`config.mk`:
```
export PLATFORM = sky130hd
export DESIGN_NAME = uart_rx_core
export DESIGN_NICKNAME = d
export VERILOG_FILES = /design/src/rtl/uart_rx_core.sv
export SDC_FILE = /design/constraint.sdc
export NUM_CORES = 1
export LEC_CHECK = 0
export CORE_MARGIN = 5
export CORE_UTILIZATION = 60
export DETAILED_ROUTE_END_ITERATION = 6
export HOLD_SLACK_MARGIN = 0.1
export PLACE_DENSITY = 0.83
export SLEW_MARGIN = 15
export SYNTH_ARGS = -nofsm -noshare
export SYNTH_HDL_FRONTEND = slang
export SYNTH_SLANG_ARGS = --single-unit
```
`constraint.sdc`:
```
create_clock -name clk -period 5.59 [get_ports clk]
set_input_delay 0.8385 -clock clk [delete_from_list [all_inputs] [get_ports clk]]
set_output_delay 0.8385 -clock clk [all_outputs]
set_load 0.03 [all_outputs]
```
`src/rtl/uart_rx_core.sv`:
```
// UART receive engine: 2-flop synchroniser, mid-bit sampling, parity/stop checks,
// and a single-character holding register with overrun detection and rts_n.
module uart_rx_core #(
  parameter int DIVISOR          = 10416,
  parameter int CNT_WIDTH        = 14,
  parameter int TRANS_DATA_WIDTH = 8
) (
  input  logic                        clk,
  input  logic                        rst_n,
  input  logic                        rx,
  input  logic [1:0]                  cfg_data_bit,
  input  logic                        cfg_stop_bit,
  input  logic                        cfg_parity_en,
  input  logic                        cfg_parity_type,
  input  logic                        rx_rd,
  output logic [TRANS_DATA_WIDTH-1:0] rx_data,
  output logic                        rx_done,
  output logic                        rx_valid,
  output logic                        parity_err,
  output logic                        frame_err,
  output logic                        overrun_err,
  output logic                        rts_n
);

  typedef enum logic [2:0] {IDLE, START, DATA, PARITY, STOP1, STOP2} state_t;

  localparam logic [CNT_WIDTH-1:0] CNT_LAST = CNT_WIDTH'(DIVISOR - 1);
  // Preload so the first sample falls half a bit after the falling edge.
  localparam logic [CNT_WIDTH-1:0] CNT_LOAD = CNT_WIDTH'(DIVISOR - DIVISOR / 2);

  state_t                      state, state_nxt;
  logic                        rx_meta, rxs;
  logic [CNT_WIDTH-1:0]        cnt;
  logic [2:0]                  bit_cnt, last_idx;
  logic [TRANS_DATA_WIDTH-1:0] shreg;
  logic [1:0]                  sh_data_bit;
  logic                        sh_stop_bit, sh_parity_en, sh_parity_type;
  logic                        p_err, f_err;
  logic                        sample, start_ok, stop_low, complete;

  always_ff @(posedge clk or negedge rst_n) begin
    if (!rst_n) begin
      rx_meta <= 1'b1;
      rxs     <= 1'b1;
    end else begin
      rx_meta <= rx;
      rxs     <= rx_meta;
    end
  end

  always_ff @(posedge clk or negedge rst_n) begin
    if (!rst_n) state <= IDLE;
    else        state <= state_nxt;
  end

  assign last_idx = 3'd4 + {1'b0, sh_data_bit};
  assign sample   = (state != IDLE) && (cnt == CNT_LAST);

  always_comb begin
    state_nxt = state;
    case (state)
      IDLE:   if (!rxs) state_nxt = START;
      START:  if (sample) state_nxt = rxs ? IDLE : DATA;
      DATA:   if (sample && bit_cnt == last_idx) state_nxt = sh_parity_en ? PARITY : STOP1;
      PARITY: if (sample) state_nxt = STOP1;
      STOP1:  if (sample) state_nxt = sh_stop_bit ? STOP2 : IDLE;
      STOP2:  if (sample) state_nxt = IDLE;
      default: state_nxt = IDLE;
    endcase
  end

  always_comb begin
    start_ok = (state == START) && sample && !rxs;
    stop_low = sample && !rxs && (state == STOP1 || state == STOP2);
    complete = sample && ((state == STOP1 && !sh_stop_bit) || state == STOP2);
  end

  always_ff @(posedge clk or negedge rst_n) begin
    if (!rst_n) begin
      cnt            <= '0;
      bit_cnt        <= '0;
      shreg          <= '0;
      sh_data_bit    <= '0;
      sh_stop_bit    <= 1'b0;
      sh_parity_en   <= 1'b0;
      sh_parity_type <= 1'b0;
      p_err          <= 1'b0;
      f_err          <= 1'b0;
    end else begin
      if (state == IDLE) cnt <= CNT_LOAD;
      else               cnt <= sample ? '0 : cnt + 1'b1;
      // Frame configuration is frozen once the start bit is confirmed.
      if (start_ok) begin
        sh_data_bit    <= cfg_data_bit;
        sh_stop_bit    <= cfg_stop_bit;
        sh_parity_en   <= cfg_parity_en;
        sh_parity_type <= cfg_parity_type;
        shreg          <= '0;
        bit_cnt        <= '0;
        p_err          <= 1'b0;
        f_err          <= 1'b0;
      end
      if (state == DATA && sample) begin
        shreg[bit_cnt] <= rxs;
        bit_cnt        <= bit_cnt + 3'd1;
      end
      if (state == PARITY && sample)
        p_err <= rxs != (sh_parity_type ? ^shreg : ~^shreg);
      if (stop_low) f_err <= 1'b1;
    end
  end

  always_ff @(posedge clk or negedge rst_n) begin
    if (!rst_n) begin
      rx_data     <= '0;
      rx_done     <= 1'b0;
      rx_valid    <= 1'b0;
      parity_err  <= 1'b0;
      frame_err   <= 1'b0;
      overrun_err <= 1'b0;
    end else begin
      rx_done <= 1'b0;
      if (complete) begin
        if (!rx_valid || rx_rd) begin
          rx_data     <= shreg;
          parity_err  <= p_err;
          frame_err   <= f_err | stop_low;
          rx_valid    <= 1'b1;
          rx_done     <= 1'b1;
          overrun_err <= 1'b0;
        end else begin
          overrun_err <= 1'b1;
        end
      end else if (rx_rd && rx_valid) begin
        rx_valid    <= 1'b0;
        parity_err  <= 1'b0;
        frame_err   <= 1'b0;
        overrun_err <= 1'b0;
      end
    end
  end

  assign rts_n = rx_valid;

endmodule

```
==> results of run 1 <==
==> final timing paths <==
check / start / to / cells past startpoint
worst max-delay path: cnt[0]$_DFF_PN0_ / rx_data[5]$_DFFE_PN0P_ / 6
worst min-delay path: rx_meta$_DFF_PN1_ / rxs$_DFF_PN1_ / 0
worst max register to register: cnt[0]$_DFF_PN0_ / rx_data[5]$_DFFE_PN0P_ / 6
worst min register to register: rx_meta$_DFF_PN1_ / rxs$_DFF_PN1_ / 0
max in group asynchronous: rst_n / sh_data_bit[1]$_DFFE_PN0P_ / 1
min in group asynchronous: rst_n / cnt[12]$_DFF_PN0_ / 1
==> sequential cells by signal (all words and copies together) (netlist names), 2 cells and up <==
signal	flops
cnt	14
rx_data	8
shreg	8
bit_cnt	3
state	3
sh_data_bit	2
==> final cells by class <==
cell class                 instances  area [sq um]  area share [%]
timing repair buffer              22         217.7           7.870
clock buffer                       6         82.58           2.985
clock inverter                     2         12.51          0.4523
tap                               50         62.56           2.261
inverter                           6         22.52          0.8141
sequential                        50          1254           45.32
multi-input combinational        154          1115           40.30
==> power groups by stage <==
stage	combinational, mW	sequential [mW]	clock (mW)
5_1_grt	0.0167	0.364	0.236
3_5_place_dp	0.0150	0.371	0
4_1_cts	0.0150	0.364	0.221
6_report	0.0146	0.364	0.217
2_1_floorplan	0.00295	0.370	0
3_3_place_gp	0.0149	0.371	0
==> cell usage after synthesis, types with 3 or more instances <==
cell	instances	area (sq um)
xor2_1	9	78.83
o21ai_0	14	70.07
a21oi_1	7	35.03
and3_1	5	31.28
nand3_1	6	30.03
nand4_1	4	25.02
mux2_2	18	202.7
a32o_1	3	30.03
nand2_1	16	60.06
nor2b_1	10	62.56
nor3_1	4	20.02
clkbuf_1	5	18.77
dfrtp_1	48	1201
nand2b_1	5	31.28
xnor2_1	12	105.1
and2_1	3	18.77
inv_1	6	22.52
nor2_1	13	48.80
==> logic make-up after synthesis <==
kind of cell    Yosys count  share of synthesized area (%)
compound gates           32                          8.980
mux                      21                          9.594
flops                    50                          51.41
simple gates             78                          18.57
xor+xnor                 21                          7.542
buf+inv                  15                          2.873
fa+ha+maj                 2                          1.026
==> metal layers <==
metal	global-route usage, %	up-vias	share of wire, %	wire, microns
met5	0	-	0	0
met3	4.925	8	4.8	207
met4	7.243	0	1.6	70
met2	25.98	32	45	1931
li1	-	796	-	-
met1	25.51	787	49	2111
==> layout by cell type, fill, tap and decap left out, drive strengths merged, types with 2 or more instances in the layout <==
cell	Yosys	final
nor3	5	5
nand2	16	16
nand2b	5	5
dfrtp	48	48
xor2	9	9
nor2b	10	10
xnor2	12	12
clkbuf	5	6
nand3	6	6
ha	2	2
clkdlybuf4s50	0	21
and2	3	3
mux2	19	19
and4	2	2
a32o	3	3
and3	5	5
o21ai	14	14
nor2	13	13
mux2i	2	2
dfstp	2	2
or3	2	2
inv	6	6
nand4	5	5
a21oi	7	7
nand3b	2	2
==> stage by stage <==
stage	power, mW	setup WS (ns)
after floorplan	0.3732	3.420
after global placement	0.3861	3.145
after detailed placement	0.3862	3.085
after CTS	0.5997	3.053
after global routing	0.6171	2.886
final	0.5959	3.049
==> impl_metrics.py, run 1 <==
metrics = {
    "run_status": {
        "status": "finished clean",
    },
    "placed_design": {
        "place.detailed.hpwl_microns": 2968,
        "port_buffers": 22,
        "dp.cells": 282,
        "dpl-instance-area_sq_um": 2669,
        "place_congestion": 0.7808,
    },
    "drt": {
        "drt_first_pass_iters": 4,
        "drtIter0Drc": 81,
        "wirelength_microns": 4320,
        "wire_per_inst_microns": 14.90,
        "drc": 0,
        "vias": 1623,
        "ant_nets": 0,
        "via_per_inst": 5.597,
    },
    "timing": {
        "worst_pin_slew_ns": 1.052,
        "rsz0062_at_grt": "false",
        "period_needed_ns": 2.541,
        "max_slew_margin_pct": 29.49,
        "hold_violations": 0,
        "setup-tns-final_ns": 0,
        "timing.hold.ws_ns": 0.3596,
        "setup_violations": 0,
        "drv_slew": 0,
        "final.setup_skew_ns": 0.007257,
        "post-route-period-util_pct": 45.46,
        "fmax_mhz": 393.5,
    },
    "worst_setup_path": {
        "critPathBufInv": 0,
        "cpLargestDelayFamily": "simple AND/OR/NAND/NOR gates",
        "worstSetupStartpointType": "flop",
        "cp.required_ns": 5.79,
        "slowest_stage": "a2111oi_4",
        "worstSetupPathType": "reg -> reg",
        "crit_fanout": 9,
        "critPathMaxStageDelay_ns": 0.54,
        "reg2reg_slack_ns": 3.05,
        "worstPathArrival_ns": 2.74,
        "worstPathCellList": "ha_1, and4_1, nand4_4, a2111oi_4, and2_1, mux2_2",
        "endpoint_kind": "flop",
    },
    "synthesis": {
        "synth-main-ff-cell": "dfrtp_1",
        "yosysSeqAreaShare_pct": 51.41,
        "synth.avg_cell_area_sq_um": 11.14,
        "syn_nets": 230,
        "ys_seq_elements": 50,
        "synth-edff-count": 0,
        "synthArstFlopShare_pct": 100.0,
        "syn-cell-area_sq_um": 2439,
        "ys_warn_count": 0,
        "synth.distinct_cells": 42,
        "syn-instance-count": 219,
    },
    "power": {
        "power_frac_comb_pct": 2.4,
        "swShare_pct": 21.41,
        "seq_power_share_pct": 61.1,
        "powerDensity_nw_per_um2": 215.4,
        "vdd.ir_drop.worst_v": 0.0001830,
        "p_switching_uw": 127.6,
        "p_clk_share_pct": 36.5,
        "intPower_uw": 468.3,
        "p_leak_nw": 1.209,
    },
    "hold_path": {
        "hold_path_class": "reg -> reg",
    },
    "clocking": {
        "clk_pin_slew_worst_paths_ns": 0.09,
        "cts_buffers": 5,
        "clock_path_buffers": 2,
        "cts_resized": 0,
        "cts.sinks": 50,
        "htree_levels": 2,
        "cts_tree": "built",
        "hold_buffers": 0,
        "post-cts-setup-buffer-count": 0,
        "cts_root_buffer": "clkbuf_8",
        "clock_insertion_delay_worst_skew_ns": 0.30,
    },
    "finish": {
        "syn_to_final_growth_pct": 13.44,
        "drive_above_1_share_pct": 14.58,
        "nFillCells": 303,
        "stdcell_area_sq_um": 2766,
        "diodes": 0,
        "fin_cells": 290,
        "fin_nets": 250,
        "utilization_pct": 69.66,
    },
    "die": {
        "rows": 23,
        "die_y_microns": 73.75,
        "initial_utilization_pct": 61.41,
        "core-area_sq_um": 3971,
        "die_area_sq_um": 5439,
        "ios": 23,
        "die_x_microns": 73.75,
    },
    "global_route": {
        "grt-ovfl-total": 0,
        "antenna_found_initial": 0,
        "grt_max_degree": 51,
        "grt_pass1_vias": 1542,
        "globalRouteTotalUtil_pct": 17.96,
        "grt_pass1_wl_microns": 7362,
    },
    "job": {
        "max_cap_viol_count": 0,
    },
}
(Power assumes the default switching activity.)
==> inputs of run 2 (changes only) <==
--- a/config.mk
+++ b/config.mk
@@ -6,10 +6,10 @@
 export NUM_CORES = 1
 export LEC_CHECK = 0
 export CORE_MARGIN = 5
-export CORE_UTILIZATION = 60
+export CORE_UTILIZATION = 51
 export DETAILED_ROUTE_END_ITERATION = 6
 export HOLD_SLACK_MARGIN = 0.1
-export PLACE_DENSITY = 0.83
+export PLACE_DENSITY = 0.75
 export SLEW_MARGIN = 15
 export SYNTH_ARGS = -nofsm -noshare
 export SYNTH_HDL_FRONTEND = slang
==> constraint.sdc (replaced) <==
create_clock -name clk -period 2.3 [get_ports clk]
set_input_delay 0.345 -clock clk [delete_from_list [all_inputs] [get_ports clk]]
set_output_delay 0.345 -clock clk [all_outputs]
set_load 0.03 [all_outputs]
==> impl_metrics.py, run 2 (synthesis gave the netlist of run 1 again) <==
metrics = {
    "timing": {
        "hold_violations": 0,
        "max_slew_margin_pct": 74.48,
        "timing.hold.ws_ns": 0.3596,
        "post-route-period-util_pct": 91.25,
        "period_needed_ns": 2.099,
        "drv_slew": 0,
        "setup-tns-final_ns": 0,
        "worst_pin_slew_ns": 0.3828,
        "rsz0062_at_grt": "false",
        "setup_violations": 0,
        "final.setup_skew_ns": 0.01763,
        "fmax_mhz": 476.4,
    },
    "run_status": {
        "status": "finished clean",
    },
    "finish": {
        "layout_commonest_cell": "dfrtp_1",
        "multi_input_area_sq_um": 1119,
        "diodes": 0,
        "nFillCells": 386,
        "final_cell_mix": "48 x dfrtp_1, 21 x clkdlybuf4s50_1, 18 x mux2_2",
        "syn_to_final_growth_pct": 17.39,
        "top_register": "cnt",
        "fin_nets": 259,
        "stdcell_area_sq_um": 2863,
        "drive_above_1_share_pct": 18.07,
        "seqCellArea_sq_um": 1254,
        "reg.largest.list": "cnt x14, rx_data x8, shreg x8",
        "largest_reg_flops": 14,
    },
    "clocking": {
        "clk_pin_slew_worst_paths_ns": 0.09,
        "cts.sinks": 50,
        "clock_path_buffers": 2,
        "htree_levels": 2,
        "cts_tree": "built",
        "post-cts-setup-buffer-count": 0,
        "cts_buffers": 5,
        "clock_insertion_delay_worst_skew_ns": 0.30,
        "cts_root_buffer": "clkbuf_8",
    },
    "worst_setup_path": {
        "critPathMaxStageDelay_ns": 0.40,
        "worstPathArrival_ns": 2.29,
        "worstSetupStartpointType": "flop",
        "crit_fanout": 8,
        "cp.required_ns": 2.49,
        "slowest_stage": "dfrtp_1",
        "worstPathCellList": "ha_1, and4_2, and4_1, nand3_1, nor4_1, mux2_2",
        "endpoint_kind": "flop",
        "worstSetupPathType": "reg -> reg",
    },
    "die": {
        "core-area_sq_um": 4692,
        "die_y_microns": 79.15,
        "rows": 25,
        "initial_utilization_pct": 51.97,
        "ios": 23,
        "die_area_sq_um": 6265,
        "die_x_microns": 79.15,
    },
    "placed_design": {
        "place_congestion": 0.8475,
        "place.detailed.hpwl_microns": 3093,
        "dpl-instance-area_sq_um": 2759,
        "port_buffers": 22,
    },
    "job": {
        "max_cap_viol_count": 0,
    },
    "global_route": {
        "met3_usage_pct": 3.288,
        "grt_pass1_wl_microns": 7948,
        "met2_usage_pct": 25.42,
        "top_usage_layer": "met2",
        "globalRouteTotalUtil_pct": 15.84,
        "grt_pass1_vias": 1705,
        "antenna_found_initial": 0,
        "met1_usage_pct": 21.45,
        "grt_max_degree": 51,
        "grt-ovfl-total": 0,
    },
    "drt": {
        "drtIter0Drc": 78,
        "wire_per_inst_microns": 14.30,
        "wirelength_microns": 4334,
        "drc": 0,
        "drt_first_pass_iters": 4,
        "vias": 1667,
        "via_per_inst": 5.502,
        "ant_nets": 0,
    },
    "power": {
        "vdd.ir_drop.worst_v": 0.0003721,
        "p_leak_nw": 1.261,
        "powerDensity_nw_per_um2": 500.4,
    },
    "hold_path": {
        "hold_path_class": "reg -> reg",
    },
}
[run 2: critical path, delay by kind of cell (launching register included)]
family | cells | cell delay [ns]
adder cells (fa/ha/maj) | 1 | 0.21
flip-flops | 1 | 0.40
multiplexers | 1 | 0.37
AND/OR/NAND/NOR | 4 | 1.02
[run 2: metrics by stage]
step                      worst slack (ns)  std cells  util, %  total power [mW]
after floorplan                     0.1303        219        -            0.9071
after global placement              0.1731        294    58.80            0.9429
after detailed placement           0.09116        294    58.80            0.9431
after CTS                          0.07904        303    60.93             1.452
after global routing               0.04375        303    61.01             1.486
final                               0.2011        303    61.01             1.432
[run 2: report_power, final]
group / switching, mW / total (mW) / internal, mW
sequential: 0.00334 / 0.885 / 0.882
combinational: 0.0215 / 0.0403 / 0.0188
clock: 0.293 / 0.507 / 0.214
[run 2: area by class of cell]
cell class | instances | area share [%]
Sequential cell | 50 | 43.79
Multi-Input combinational cell | 154 | 39.07
Timing Repair Buffer | 31 | 10.84
Clock buffer | 5 | 2.404
Tap cell | 54 | 2.360
Inverter | 6 | 0.7867
Clock inverter | 3 | 0.7430
[run 2: layer usage]
metal  wire, microns  vias up  part of all wire [%]
li1                -      822                     -
met1            2069      812                    48
met2            2074       31                    48
met3             165        2                   3.8
met4              24        0                  0.55
met5               0        -                     0
[run 2: path summary, 6_finish.rpt]
kind	from	slack, ns	depth (start not counted)	end
max	cnt[0]$_DFF_PN0_	0.20	6	shreg[0]$_DFF_PN0_
max in group asynchronous	rst_n	1.47	3	rxs$_DFF_PN1_
min	rx_meta$_DFF_PN1_	0.36	0	rxs$_DFF_PN1_
min reg2reg	rx_meta$_DFF_PN1_	0.36	0	rxs$_DFF_PN1_
min in group asynchronous	rst_n	0.55	3	cnt[13]$_DFF_PN0_
max reg2reg	cnt[0]$_DFF_PN0_	0.20	6	shreg[0]$_DFF_PN0_
[run 2: what timing repair did]
action	4_1_cts	5_1_grt
setup endpoints to repair	0	8
endpoints found under the hold margin	48	0
gates resized for setup	0	2
hold buffers	1	0
==> inputs of run 3 (changes only) <==
--- a/config.mk
+++ b/config.mk
@@ -10,7 +10,6 @@
 export DETAILED_ROUTE_END_ITERATION = 6
 export HOLD_SLACK_MARGIN = 0.1
 export PLACE_DENSITY = 0.75
-export SLEW_MARGIN = 15
 export SYNTH_ARGS = -nofsm -noshare
 export SYNTH_HDL_FRONTEND = slang
 export SYNTH_SLANG_ARGS = --single-unit
==> constraint.sdc (replaced) <==
create_clock -name clk -period 2.3 [get_ports clk]
set_input_delay 0.46 -clock clk [delete_from_list [all_inputs] [get_ports clk]]
set_output_delay 0.46 -clock clk [all_outputs]
set_load 0.03 [all_outputs]
==> impl_metrics.py, run 3 (synthesis gave the netlist of run 1 again) <==
metrics = {
    "global_route": {
        "grt_max_degree": 27,
        "antenna_found_initial": 0,
        "grt_pass1_vias": 1757,
        "grt_pass1_wl_microns": 8093,
        "grt-ovfl-total": 0,
        "globalRouteTotalUtil_pct": 16.17,
    },
    "clocking": {
        "cts_resized": 0,
        "cts.sinks": 50,
        "clk_pin_slew_worst_paths_ns": 0.10,
        "clock_insertion_delay_worst_skew_ns": 0.30,
        "cts_buffers": 5,
        "post-cts-setup-buffer-count": 0,
        "cts_tree": "built",
        "htree_levels": 2,
        "hold_buffers": 0,
        "clock_path_buffers": 2,
        "cts_root_buffer": "clkbuf_8",
    },
    "drt": {
        "wirelength_microns": 4405,
        "ant_nets": 0,
        "drc": 0,
        "wire_per_inst_microns": 14.59,
        "drt_first_pass_iters": 4,
        "drtIter0Drc": 80,
        "vias": 1670,
        "via_per_inst": 5.530,
    },
    "finish": {
        "final_cell_mix": "48 x dfrtp_1, 21 x clkdlybuf4s50_1, 18 x mux2_2",
        "syn_to_final_growth_pct": 18.47,
        "utilization_pct": 61.57,
        "top_register": "cnt",
        "diodes": 0,
        "layout_commonest_cell": "dfrtp_1",
        "fin_nets": 258,
        "reg.largest.list": "cnt x14, rx_data x8, shreg x8",
        "drive_above_1_share_pct": 17.34,
        "largest_reg_flops": 14,
    },
    "worst_setup_path": {
        "endpoint": "rx_data[3]$_DFFE_PN0P_",
        "crit_fanout": 9,
        "worstSetupPathType": "reg -> reg",
        "r2r-end": "rx_data[3]$_DFFE_PN0P_",
        "worstSetupStartpointType": "flop",
        "cp.required_ns": 2.49,
        "crit_start": "cnt[0]$_DFF_PN0_",
        "endpoint_kind": "flop",
        "reg2reg_depth": 7,
        "r2r-start": "cnt[0]$_DFF_PN0_",
        "worstPathArrival_ns": 2.33,
        "reg2reg_slack_ns": 0.16,
    },
    "die": {
        "ios": 23,
        "initial_utilization_pct": 51.97,
        "die_x_microns": 79.15,
        "die_area_sq_um": 6265,
        "core-area_sq_um": 4692,
        "die_y_microns": 79.15,
        "rows": 25,
    },
    "power": {
        "powerDensity_nw_per_um2": 530.8,
        "p_leak_nw": 1.269,
        "seq_power_share_pct": 57.7,
        "p_clk_share_pct": 39.7,
        "power_frac_comb_pct": 2.6,
        "p_switching_uw": 307.7,
        "vdd.ir_drop.worst_v": 0.0003139,
        "swShare_pct": 20.06,
        "intPower_mw": 1.226,
    },
    "timing": {
        "drv_slew": 0,
        "post-route-period-util_pct": 93.01,
        "final.setup_skew_ns": 0.01738,
        "setup_violations": 0,
        "period_needed_ns": 2.139,
        "worst_slack_ns": 0.1608,
        "setup-tns-final_ns": 0,
        "max_slew_margin_pct": 61.44,
        "rsz0062_at_grt": "false",
        "fmax_mhz": 467.5,
        "timing.hold.ws_ns": 0.1437,
        "worst_pin_slew_ns": 0.5783,
        "hold_violations": 0,
    },
    "job": {
        "max_cap_viol_count": 0,
    },
    "hold_path": {
        "hold_path_class": "in -> async",
    },
    "run_status": {
        "status": "finished clean",
    },
    "placed_design": {
        "post-place-ws_ns": 0.1632,
        "place.detailed.hpwl_microns": 3213,
        "port_buffers": 22,
        "place_congestion": 0.8547,
    },
}
-- run 3: how the worst min path moves through the flow --
stage | startpoint | end | cells after the start | slack [ns]
2_1_floorplan | rst_n | bit_cnt[0]$_DFFE_PN0P_ | 0 | 0.16
6_report | rst_n | sh_stop_bit$_DFFE_PN0P_ | 1 | 0.14
3_3_place_gp | rx_meta$_DFF_PN1_ | rxs$_DFF_PN1_ | 0 | 0.35
5_1_grt | rst_n | state[0]$_DFFE_PN0P_ | 1 | 0.19
4_1_cts | rst_n | sh_stop_bit$_DFFE_PN0P_ | 1 | 0.16
3_5_place_dp | rx_meta$_DFF_PN1_ | rxs$_DFF_PN1_ | 0 | 0.35
-- run 3: per-layer routing --
metal	wire length, microns	GRT usage, %
met1	2067	21.72
met2	2081	25.59
met3	211	4.082
met4	44	5.326
met5	0	0
-- run 3: worst max-delay path, stage by stage, from the launching register on --
cell and delay, ns:
dfrtp_1 0.39, ha_1 0.21, and4_1 0.28, nand4_4 0.11, a2111oi_4 0.37, and2_1 0.23, buf_12 0.14, mux2_2 0.32
-- run 3: per-stage QoR --
step	cells	power, mW	area (sq um)
final	302	1.533	2889
after global routing	302	1.596	2889
after CTS	302	1.556	2883
after detailed placement	294	0.9434	2771
after global placement	294	0.9429	2771
after floorplan	219	0.9071	2439
-- run 3: layout make-up --
type	instances	area (sq um)
clock buffer	6	72.57
timing repair buffer	30	312.8
multi-input combinational	154	1121
inverter	6	22.52
sequential	50	1254
tap	54	67.56
clock inverter	2	38.79
fill	389	1803
-- run 3: power groups by stage --
stage	clock (mW)	sequential (mW)	combinational [mW]
2_1_floorplan	0	0.900	0.00716
3_3_place_gp	0	0.902	0.0407
3_5_place_dp	0	0.902	0.0413
4_1_cts	0.630	0.885	0.0415
5_1_grt	0.665	0.886	0.0454
6_report	0.609	0.885	0.0392
